[config.mk]
export PLATFORM = sky130hd
export DESIGN_NAME = text_blitter
export DESIGN_NICKNAME = d
export VERILOG_FILES = /design/src/rtl/text_pkg.sv /design/src/rtl/glyph_rom.sv /design/src/rtl/text_blitter.sv
export SDC_FILE = /design/constraint.sdc
export NUM_CORES = 1
export LEC_CHECK = 0
export BUFFER_PORTS_ARGS = -buffer_cell sky130_fd_sc_hd__buf_2
export CORE_ASPECT_RATIO = 0.7
export CORE_UTILIZATION = 43
export DETAILED_ROUTE_END_ITERATION = 10
export PLACE_DENSITY = 0.65
export SYNTH_ARGS = -nofsm -noshare
export SYNTH_HDL_FRONTEND = slang
export SYNTH_HIERARCHICAL = 1
export SYNTH_SLANG_ARGS = --single-unit
[constraint.sdc]
create_clock -name clock -period 8 [get_ports clock]
set_input_delay 0.8 -clock clock [delete_from_list [all_inputs] [get_ports clock]]
set_output_delay 0.8 -clock clock [all_outputs]
set_load 0.005 [all_outputs]
[src/rtl/text_pkg.sv]
// text_pkg: shared glyph geometry, character codes and blitter state encoding.
package text_pkg;
    localparam int GLYPH_W    = 5;
    localparam int GLYPH_H    = 7;
    localparam int CODE_W     = 5;
    localparam int GLYPH_BITS = GLYPH_W * GLYPH_H;

    localparam logic [CODE_W-1:0] CH_SPACE = 5'd0;
    localparam logic [CODE_W-1:0] CH_A = 5'd1,  CH_B = 5'd2,  CH_C = 5'd3,  CH_D = 5'd4,  CH_E = 5'd5;
    localparam logic [CODE_W-1:0] CH_F = 5'd6,  CH_G = 5'd7,  CH_H = 5'd8,  CH_I = 5'd9,  CH_J = 5'd10;
    localparam logic [CODE_W-1:0] CH_K = 5'd11, CH_L = 5'd12, CH_M = 5'd13, CH_N = 5'd14, CH_O = 5'd15;
    localparam logic [CODE_W-1:0] CH_P = 5'd16, CH_Q = 5'd17, CH_R = 5'd18, CH_S = 5'd19, CH_T = 5'd20;
    localparam logic [CODE_W-1:0] CH_U = 5'd21, CH_V = 5'd22, CH_W = 5'd23, CH_X = 5'd24, CH_Y = 5'd25;
    localparam logic [CODE_W-1:0] CH_Z = 5'd26;

    typedef enum logic [1:0] {S_IDLE, S_DRAW, S_DONE} state_t;

    // Bitmap art is written row by row with the top-left pixel as the leftmost digit.
    function automatic logic [GLYPH_BITS-1:0] rows(input logic [GLYPH_BITS-1:0] art);
        logic [GLYPH_BITS-1:0] r;
        for (int i = 0; i < GLYPH_BITS; i++) r[i] = art[GLYPH_BITS-1-i];
        return r;
    endfunction
endpackage

[src/rtl/glyph_rom.sv]
// glyph_rom: combinational 5x7 font; bit py*GLYPH_W+px is the pixel, unknown codes are blank.
module glyph_rom
    import text_pkg::*;
(
    input  logic [CODE_W-1:0]     code,
    output logic [GLYPH_BITS-1:0] bits
);
    always_comb begin
        case (code)
            CH_A:    bits = rows(35'b01110_10001_10001_11111_10001_10001_10001);
            CH_B:    bits = rows(35'b11110_10001_10001_11110_10001_10001_11110);
            CH_C:    bits = rows(35'b01110_10001_10000_10000_10000_10001_01110);
            CH_D:    bits = rows(35'b11110_10001_10001_10001_10001_10001_11110);
            CH_E:    bits = rows(35'b11111_10000_10000_11110_10000_10000_11111);
            CH_F:    bits = rows(35'b11111_10000_10000_11110_10000_10000_10000);
            CH_G:    bits = rows(35'b01110_10001_10000_10111_10001_10001_01111);
            CH_H:    bits = rows(35'b10001_10001_10001_11111_10001_10001_10001);
            CH_I:    bits = rows(35'b01110_00100_00100_00100_00100_00100_01110);
            CH_J:    bits = rows(35'b00111_00010_00010_00010_00010_10010_01100);
            CH_K:    bits = rows(35'b10001_10010_10100_11000_10100_10010_10001);
            CH_L:    bits = rows(35'b10000_10000_10000_10000_10000_10000_11111);
            CH_M:    bits = rows(35'b10001_11011_10101_10101_10001_10001_10001);
            CH_N:    bits = rows(35'b10001_10001_11001_10101_10011_10001_10001);
            CH_O:    bits = rows(35'b01110_10001_10001_10001_10001_10001_01110);
            CH_P:    bits = rows(35'b11110_10001_10001_11110_10000_10000_10000);
            CH_Q:    bits = rows(35'b01110_10001_10001_10001_10101_10010_01101);
            CH_R:    bits = rows(35'b11110_10001_10001_11110_10100_10010_10001);
            CH_S:    bits = rows(35'b01111_10000_10000_01110_00001_00001_11110);
            CH_T:    bits = rows(35'b11111_00100_00100_00100_00100_00100_00100);
            CH_U:    bits = rows(35'b10001_10001_10001_10001_10001_10001_01110);
            CH_V:    bits = rows(35'b10001_10001_10001_10001_10001_01010_00100);
            CH_W:    bits = rows(35'b10001_10001_10001_10101_10101_10101_01010);
            CH_X:    bits = rows(35'b10001_10001_01010_00100_01010_10001_10001);
            CH_Y:    bits = rows(35'b10001_10001_01010_00100_00100_00100_00100);
            CH_Z:    bits = rows(35'b11111_00001_00010_00100_01000_10000_11111);
            default: bits = '0;
        endcase
    end
endmodule

[src/rtl/text_blitter.sv]
// text_blitter: streams a grid of 5x7 glyphs as one registered pixel per accepted cycle,
// with latched origin/colours/string, optional transparent background and ready back-pressure.
module text_blitter
    import text_pkg::*;
#(
    parameter int NUM_CHARS     = 8,
    parameter int CHARS_PER_ROW = 4,
    parameter int CHAR_PITCH_X  = 8,
    parameter int LINE_PITCH_Y  = 11,
    parameter int X_W           = 8,
    parameter int Y_W           = 7,
    parameter int COLOR_W       = 3
) (
    input  logic                        clock,
    input  logic                        reset,
    input  logic                        start,
    input  logic [X_W-1:0]              x_origin,
    input  logic [Y_W-1:0]              y_origin,
    input  logic [COLOR_W-1:0]          fg_color,
    input  logic [COLOR_W-1:0]          bg_color,
    input  logic                        transparent,
    input  logic [NUM_CHARS*CODE_W-1:0] char_codes,
    input  logic                        ready,
    output logic                        plot,
    output logic [X_W-1:0]              x,
    output logic [Y_W-1:0]              y,
    output logic [COLOR_W-1:0]          color,
    output logic                        busy,
    output logic                        done
);
    localparam int CH_W  = NUM_CHARS > 1 ? $clog2(NUM_CHARS) : 1;
    localparam int COL_W = CHARS_PER_ROW > 1 ? $clog2(CHARS_PER_ROW) : 1;

    state_t                      state_q, state_d;
    logic [2:0]                  px_q, px_d, py_q, py_d;
    logic [CH_W-1:0]             ch_q, ch_d;
    logic [COL_W-1:0]            gcol_q, gcol_d;
    logic [X_W-1:0]              xo_q, xo_d, xb_q, xb_d, x_q, x_d;
    logic [Y_W-1:0]              yb_q, yb_d, y_q, y_d;
    logic [COLOR_W-1:0]          fg_q, fg_d, bg_q, bg_d, color_q, color_d;
    logic                        trans_q, trans_d, plot_q, plot_d;
    logic [NUM_CHARS*CODE_W-1:0] codes_q, codes_d;
    logic [CODE_W-1:0]           code;
    logic [GLYPH_BITS-1:0]       bits;
    logic [5:0]                  idx;
    logic                        advance, last, load, bit_on;

    assign advance = state_q == S_DRAW && (!plot_q || ready);
    assign last    = ch_q == CH_W'(NUM_CHARS-1) && py_q == 3'(GLYPH_H-1) && px_q == 3'(GLYPH_W-1);
    assign load    = (state_q == S_IDLE && start) || (advance && !last);

    // Scan position of the next pixel; xb/yb hold the running top-left of the current glyph.
    always_comb begin
        state_d = state_q;
        px_d    = px_q;
        py_d    = py_q;
        ch_d    = ch_q;
        gcol_d  = gcol_q;
        xo_d    = xo_q;
        xb_d    = xb_q;
        yb_d    = yb_q;
        fg_d    = fg_q;
        bg_d    = bg_q;
        trans_d = trans_q;
        codes_d = codes_q;
        if (state_q == S_IDLE && start) begin
            state_d = S_DRAW;
            px_d    = '0;
            py_d    = '0;
            ch_d    = '0;
            gcol_d  = '0;
            xo_d    = x_origin;
            xb_d    = x_origin;
            yb_d    = y_origin;
            fg_d    = fg_color;
            bg_d    = bg_color;
            trans_d = transparent;
            codes_d = char_codes;
        end else if (advance) begin
            if (last) state_d = S_DONE;
            else if (px_q != 3'(GLYPH_W-1)) px_d = px_q + 3'd1;
            else begin
                px_d = '0;
                if (py_q != 3'(GLYPH_H-1)) py_d = py_q + 3'd1;
                else begin
                    py_d = '0;
                    ch_d = ch_q + 1'b1;
                    if (gcol_q != COL_W'(CHARS_PER_ROW-1)) begin
                        gcol_d = gcol_q + 1'b1;
                        xb_d   = xb_q + X_W'(CHAR_PITCH_X);
                    end else begin
                        gcol_d = '0;
                        xb_d   = xo_q;
                        yb_d   = yb_q + Y_W'(LINE_PITCH_Y);
                    end
                end
            end
        end else if (state_q == S_DONE) state_d = S_IDLE;
    end

    assign code   = codes_d[ch_d*CODE_W +: CODE_W];
    assign idx    = 6'(py_d) * 6'(GLYPH_W) + 6'(px_d);
    assign bit_on = bits[idx];

    glyph_rom u_rom (
        .code (code),
        .bits (bits)
    );

    always_comb begin
        x_d     = x_q;
        y_d     = y_q;
        color_d = color_q;
        plot_d  = plot_q;
        if (load) begin
            x_d     = xb_d + X_W'(px_d);
            y_d     = yb_d + Y_W'(py_d);
            color_d = bit_on ? fg_d : bg_d;
            plot_d  = bit_on || !trans_d;
        end else if (advance) plot_d = 1'b0;
    end

    always_ff @(posedge clock) begin
        if (!reset) begin
            state_q <= S_IDLE;
            px_q    <= '0;
            py_q    <= '0;
            ch_q    <= '0;
            gcol_q  <= '0;
            xo_q    <= '0;
            xb_q    <= '0;
            yb_q    <= '0;
            fg_q    <= '0;
            bg_q    <= '0;
            trans_q <= 1'b0;
            codes_q <= '0;
            x_q     <= '0;
            y_q     <= '0;
            color_q <= '0;
            plot_q  <= 1'b0;
        end else begin
            state_q <= state_d;
            px_q    <= px_d;
            py_q    <= py_d;
            ch_q    <= ch_d;
            gcol_q  <= gcol_d;
            xo_q    <= xo_d;
            xb_q    <= xb_d;
            yb_q    <= yb_d;
            fg_q    <= fg_d;
            bg_q    <= bg_d;
            trans_q <= trans_d;
            codes_q <= codes_d;
            x_q     <= x_d;
            y_q     <= y_d;
            color_q <= color_d;
            plot_q  <= plot_d;
        end
    end

    assign plot  = plot_q;
    assign x     = x_q;
    assign y     = y_q;
    assign color = color_q;
    assign busy  = state_q == S_DRAW;
    assign done  = state_q == S_DONE;
endmodule
==> results.py, run 1 <==
metrics = {
    "cts": {
        "postCtsResizedCells": 0,
        "numCtsBuffers": 9,
        "cts.clk_slew.worst_paths_ns": 0.08,
        "cts_tree": "built",
        "clock_sinks": 102,
        "htreeDepth": 3,
        "cts_setup_buffers": 0,
        "cts_root_buf": "clkbuf_16",
        "cts_hold_buf": 0,
        "clk_path_buf_depth": 2,
        "insertion_delay_ns": 0.35,
    },
    "die": {
        "start_util_pct": 43.9,
        "rows": 37,
        "ioPinCount": 87,
        "die-width_microns": 148,
        "die_h_microns": 104,
        "coreArea_sq_um": 14700,
        "die-area_sq_um": 15500,
    },
    "power_and_ir_drop": {
        "switching_share_pct": 32.3,
        "p_int_mw": 0.882,
        "finalPower_mw": 1.30,
        "p_leak_nw": 3.01,
        "power_density_nw_per_um2": 180,
        "comb_power_share_pct": 23.3,
        "seqPwrFrac_pct": 43.1,
        "switching_power_mw": 0.420,
        "p_clk_share_pct": 33.6,
        "vdd_drop_max_v": 0.0000951,
    },
    "yosys": {
        "synth_edf_count": 0,
        "syn_area_sq_um": 6440,
        "synthCells": 850,
        "yosys_warnings": 6,
        "synth_ff_type": "dfxtp_1",
        "avgSynthCellArea_sq_um": 7.57,
        "synthesis.nets": 944,
        "yosysUniqueCellTypes": 73,
        "ys_seq_area_share_pct": 31.7,
        "ys_seq_elements": 102,
        "async_flop_share_pct": 0,
    },
    "sta": {
        "rsz0062_at_grt": "false",
        "hold_viol_final": 0,
        "slew_viol_final": 0,
        "tns_ns": 0,
        "fin_crit_ns": 6.69,
        "finalCritPeriodShare_pct": 83.6,
        "slew_headroom_pct": 27.3,
        "finClkSkew_ns": 0.00931,
        "setup_slack_ns": 1.31,
        "worst_slew_pin_slew_ns": 1.09,
        "setup_viol": 0,
        "max_freq_ghz": 0.149,
    },
    "detailed_routing": {
        "wl_per_cell_microns": 15.5,
        "post-route-drc-count": 0,
        "num_vias": 5994,
        "drt_iter0_drc": 461,
        "ant_nets": 0,
        "wl_mm": 17.0,
        "routed_via_density": 5.46,
        "detail_route.first_pass.iterations": 5,
    },
    "grt": {
        "grt_pass1_vias": 5392,
        "grtUsageMet3_pct": 4.30,
        "overflow": 0,
        "grt_first_pass_wirelength_mm": 27.6,
        "grt_max_degree": 85,
        "antenna_found_initial": 0,
        "grt_use_met2_pct": 30.0,
        "gr-usage-met1_pct": 35.0,
        "grt_usage_pct": 22.2,
        "grt-busiest-layer": "met1",
    },
    "layout": {
        "drive_gt1_share_pct": 16.1,
        "multiInputGateArea_sq_um": 4080,
        "diodes": 0,
        "fill_cells": 1465,
        "syn2layout_area_growth_pct": 12.6,
        "regArea_sq_um": 2040,
        "final_nets": 992,
    },
    "setup_path": {
        "end_kind": "register",
        "slowest_delay_ns": 0.69,
        "worst_path_max_delay_cell": "o21ai_0",
        "cp_max_fo": 12,
        "start_kind": "register",
        "path_cells": "inv_1, ha_1, nand4_1, or2_2, nor3_2, mux2i_4, mux2i_1, a211oi_1, a21oi_1, o21ai_0, inv_1, ha_1, and2b_1, o21a_1, a221oi_1, mux4_2, a22oi_1, nand2_1, a41o_1, o31ai_1, a21oi_1",
        "required_ns": 8.22,
        "arrival_ns": 6.92,
        "critPathKind": "register to register",
    },
    "run": {
        "cap_violations": 0,
    },
    "outcome": {
        "outcome": "complete, no violations",
    },
    "min_path": {
        "worstHoldPathType": "register to register",
    },
    "place": {
        "place_hpwl_mm": 12.0,
        "pre_cts_ws_ns": 1.37,
        "gp_congestion": 0.930,
        "port_buffers": 86,
    },
}
[worst paths after layout]
kind / from / to / slack (ns) / cells past startpoint
worst max register to register: px_q[0] / plot / 1.31 / 21
worst min-delay path: y[0] / y[0] / 0.45 / 2
worst min register to register: y[0] / y[0] / 0.45 / 2
worst max-delay path: px_q[0] / plot / 1.31 / 21
[power groups by stage]
| stage | combinational (mW) | sequential (mW) | clock (mW) |
|---|---|---|---|
| after floorplan | 0.218 | 0.568 | 0 |
| after global placement | 0.298 | 0.572 | 0 |
| after detailed placement | 0.297 | 0.572 | 0 |
| after CTS | 0.299 | 0.561 | 0.447 |
| after global routing | 0.333 | 0.565 | 0.469 |
| final | 0.303 | 0.561 | 0.438 |
[worst max-delay path, delay by kind of cell (launching register included)]
family                     cells  cell delay [ns]
AOI/OAI and AO/OA              9             2.06
adders and majority gates      2             0.83
buffers and inverters          2             0.36
DFF                            1             0.35
muxes                          3             1.25
and+or+nand+nor                5             1.69
[final cells by class]
cell class | instances | share of cell area, %
inverter | 22 | 1.14
multi-input combinational | 668 | 56.3
clock buffer | 9 | 3.11
timing repair buffer | 95 | 6.87
tap | 195 | 3.37
clock inverter | 7 | 1.02
sequential | 102 | 28.2
[Yosys cell counts, types with 3 or more instances]
cell type    n  area, sq um
a211oi_1    20          150
a21o_1       8         60.1
a21oi_1    114          571
a221oi_1     5         43.8
a22oi_1      4         30.0
a31oi_1      8         50.1
and2_1      14         87.6
and3_1       4         25.0
buf_1        9         33.8
buf_2       11         55.1
buf_4        3         22.5
clkbuf_1    33          124
dfxtp_1    102         2040
fa_1         3         60.1
ha_1        25          313
inv_1       20         75.1
mux2_2      10          113
mux2i_1     27          270
nand2_1    167          627
nand2b_1    12         75.1
nand3_1     10         50.1
nand4_1      3         18.8
nor2_1      56          210
nor2b_1     19          119
nor3_1      16         80.1
nor3b_1      6         45.0
o211ai_1    14          105
o21a_1       5         37.5
o21ai_0     41          205
o22ai_1      5         31.3
o31ai_1      3         22.5
xnor2_1     14          123
xor2_1       9         78.8
[through the flow]
stage                     hold WS [ns]  area (sq um)  cells  util (%)
after floorplan                  0.432          6440    850         -
after global placement           0.438          6950   1082      47.3
after detailed placement         0.442          6950   1082      47.3
after CTS                        0.450          7240   1098      49.4
after global routing             0.468          7240   1098      49.4
final                            0.449          7240   1098      49.4
[sequential cells by signal, indices dropped and copies added (netlist names), 7 cells and up]
signal,flops
xb_q,8
x,8
yb_q,7
y,7
xo_q,8
codes_q,40
[placed cells by master (no fill, tap or decap), drive strengths merged, types with 3 or more instances in the layout]
| master | synthesis | layout |
|---|---|---|
| a221oi | 5 | 5 |
| nor2b | 19 | 19 |
| nand4 | 3 | 3 |
| buf | 25 | 95 |
| inv | 20 | 25 |
| a31oi | 8 | 8 |
| nor2 | 56 | 56 |
| nand2b | 13 | 13 |
| a22oi | 4 | 4 |
| ha | 25 | 25 |
| a21boi | 3 | 3 |
| and3 | 4 | 4 |
| o21ai | 41 | 41 |
| mux2i | 27 | 27 |
| nand3 | 11 | 11 |
| a21oi | 114 | 114 |
| a211oi | 22 | 22 |
| nor3b | 6 | 6 |
| o21a | 5 | 5 |
| mux2 | 12 | 12 |
| xor2 | 9 | 9 |
| clkbuf | 33 | 9 |
| o22ai | 5 | 5 |
| nor3 | 17 | 17 |
| o211ai | 14 | 14 |
| o31ai | 3 | 3 |
| xnor2 | 15 | 15 |
| dfxtp | 102 | 102 |
| and2 | 15 | 15 |
| a21o | 8 | 8 |
| fa | 3 | 3 |
| or2 | 5 | 5 |
| nand2 | 168 | 168 |
[kinds of logic (layout without fill, tap and decap cells)]
kind of cell / after synthesis / after routing / synth area share, %
adders and majority gates: 28 / 28 / 5.79
muxes: 41 / 41 / 7.00
AOI/OAI and AO/OA: 247 / 247 / 23.3
xor gates and xnor gates: 24 / 24 / 3.38
and+or+nand+nor: 328 / 328 / 23.6
buffers and inverters: 80 / 133 / 5.29
DFF: 102 / 102 / 31.7
[routing by layer]
layer	vias to the layer above	routed length (microns)
met5	-	0
met4	0	194
met3	17	1160
met2	221	6590
met1	2685	9040
li1	3071	-
Power figures use the tool's default switching activity.
==> run 2, diff against run 1 <==
clock period = 6.31 ns   (was 8 ns; I/O delays follow)
==> run 2 against run 1 <==
Largest power group unchanged. Critical path depth decreased by 2. Via count increased by 0.12%. Global-route usage increased by 0.21 points. Highest routed layer unchanged. Fmax increased by 17%. Combinational power increased by 30%. Sequential power increased by 27%. Largest cell class unchanged.
==> results.py, run 2 (synthesized netlist as in run 1, its figures left out) <==
metrics = {
    "detailed_routing": {
        "ant_nets": 0,
        "drt_iter0_drc": 411,
        "wl_per_cell_microns": 15.3,
        "wl_mm": 17.0,
        "detail_route.first_pass.iterations": 6,
        "routed_via_density": 5.40,
        "num_vias": 6001,
        "post-route-drc-count": 0,
    },
    "layout": {
        "fill_cells": 1447,
        "final_common_cell": "nand2_1",
        "layout_common_cells": "167 x nand2_1, 114 x a21oi_1, 102 x dfxtp_1",
        "largest_reg_flops": 40,
        "final_nets": 1004,
        "top_register": "codes_q",
        "syn2layout_area_growth_pct": 14.1,
        "drive_gt1_share_pct": 17.2,
    },
    "sta": {
        "hold_slack_ns": 0.451,
        "fin_crit_ns": 5.70,
        "hold_viol_final": 0,
        "worst_slew_pin_slew_ns": 1.12,
        "slew_headroom_pct": 25.5,
        "finClkSkew_ns": 0.0119,
        "slew_viol_final": 0,
        "max_freq_ghz": 0.176,
        "tns_ns": 0,
        "setup_viol": 0,
        "rsz0062_at_grt": "false",
        "finalCritPeriodShare_pct": 90.3,
    },
    "cts": {
        "cts.clk_slew.worst_paths_ns": 0.07,
        "insertion_delay_ns": 0.35,
        "cts_root_buf": "clkbuf_16",
        "htreeDepth": 3,
        "clock_sinks": 102,
        "numCtsBuffers": 9,
        "cts_hold_buf": 0,
        "cts_tree": "built",
        "clk_path_buf_depth": 2,
    },
    "die": {
        "coreArea_sq_um": 14700,
        "rows": 37,
        "die-area_sq_um": 15500,
        "ioPinCount": 87,
        "start_util_pct": 43.9,
        "die-width_microns": 148,
        "die_h_microns": 104,
    },
    "grt": {
        "grt_max_degree": 72,
        "antenna_found_initial": 0,
        "overflow": 0,
        "grt_first_pass_wirelength_mm": 27.7,
        "grt_usage_pct": 22.4,
        "grt_pass1_vias": 5422,
    },
    "setup_path": {
        "end_kind": "register",
        "cp_max_fo": 22,
        "path_depth": 19,
        "worst_path_max_delay_cell": "mux4_2",
        "arrival_ns": 5.90,
        "path_cells": "inv_1, ha_1, nand4_1, or2_2, nor3_2, mux2i_4, buf_4, mux2_2, o211ai_1, o21ai_1, buf_4, nor2_1, a221oi_1, mux4_2, a22oi_1, nand2_1, a41o_1, o31ai_1, a21oi_1",
        "worstRegToRegCells": 19,
        "crit_buf_inv": 3,
        "start_kind": "register",
        "critical-path-top-delay-family": "simple AND/OR/NAND/NOR gates",
        "slowest_delay_ns": 0.48,
        "critPathKind": "register to register",
        "required_ns": 6.51,
        "crit_top_cell": "buf_4",
    },
    "min_path": {
        "worstHoldPathType": "register to register",
        "hold_path_depth": 2,
    },
    "place": {
        "port_buffers": 86,
        "gp_congestion": 1.02,
        "place_hpwl_mm": 12.4,
    },
    "run": {
        "cap_violations": 0,
    },
    "power_and_ir_drop": {
        "power_density_nw_per_um2": 229,
        "finalPower_mw": 1.68,
        "p_leak_nw": 3.08,
        "vdd_drop_max_v": 0.000124,
    },
    "outcome": {
        "outcome": "complete, no violations",
    },
}
-- run 2: worst paths after layout --
kind                              start    to  slack [ns]
worst min-delay path               x[6]  x[6]        0.45
worst max register to register  px_q[0]  plot        0.61
worst max-delay path            px_q[0]  plot        0.61
worst min register to register     x[6]  x[6]        0.45
-- run 2: layout make-up --
cell class                 count  area (sq um)  share of cell area, %
clock inverter                 6          72.6                  0.988
timing repair buffer         107           588                   8.01
clock buffer                  10           229                   3.12
sequential                   102          2040                   27.8
multi-input combinational    668          4080                   55.6
antenna                        1          2.50                 0.0341
tap                          195           244                   3.32
inverter                      22          82.6                   1.12
-- run 2: per-layer routing --
layer	track usage [%]	part of all wire, %	up-vias
met1	36.2	54	2702
met4	4.42	0.80	0
met3	3.77	5.8	13
met2	30.0	39	196
met5	0	0	-
li1	-	-	3090
-- run 2: power breakdown --
group	leakage, nW	switching (mW)	internal, mW
clock	0.150	0.261	0.315
combinational	2.09	0.235	0.158
sequential	0.838	0.0245	0.686
-- run 2: timing repair --
action / 4_1_cts / 5_1_grt
resized for setup: 0 / 1
setup buffers: 0 / 0
setup endpoints to repair: 0 / 1
-- run 2: tightest hold or removal path, cell delays in order, from the launching register on --
cell	delay [ns]
dfxtp_1	0.31
nand2_1	0.05
a21oi_1	0.05
-- run 2: stage by stage --
stage / util [%] / std cells / cell area [sq um] / setup slack (ns)
4_1_cts: 50.0 / 1110 / 7340 / 0.497
2_1_floorplan: - / 850 / 6440 / 0.376
3_3_place_gp: 47.9 / 1094 / 7040 / 0.634
6_report: 50.0 / 1111 / 7340 / 0.613
5_1_grt: 50.0 / 1110 / 7340 / 0.139
3_5_place_dp: 47.9 / 1094 / 7040 / 0.530
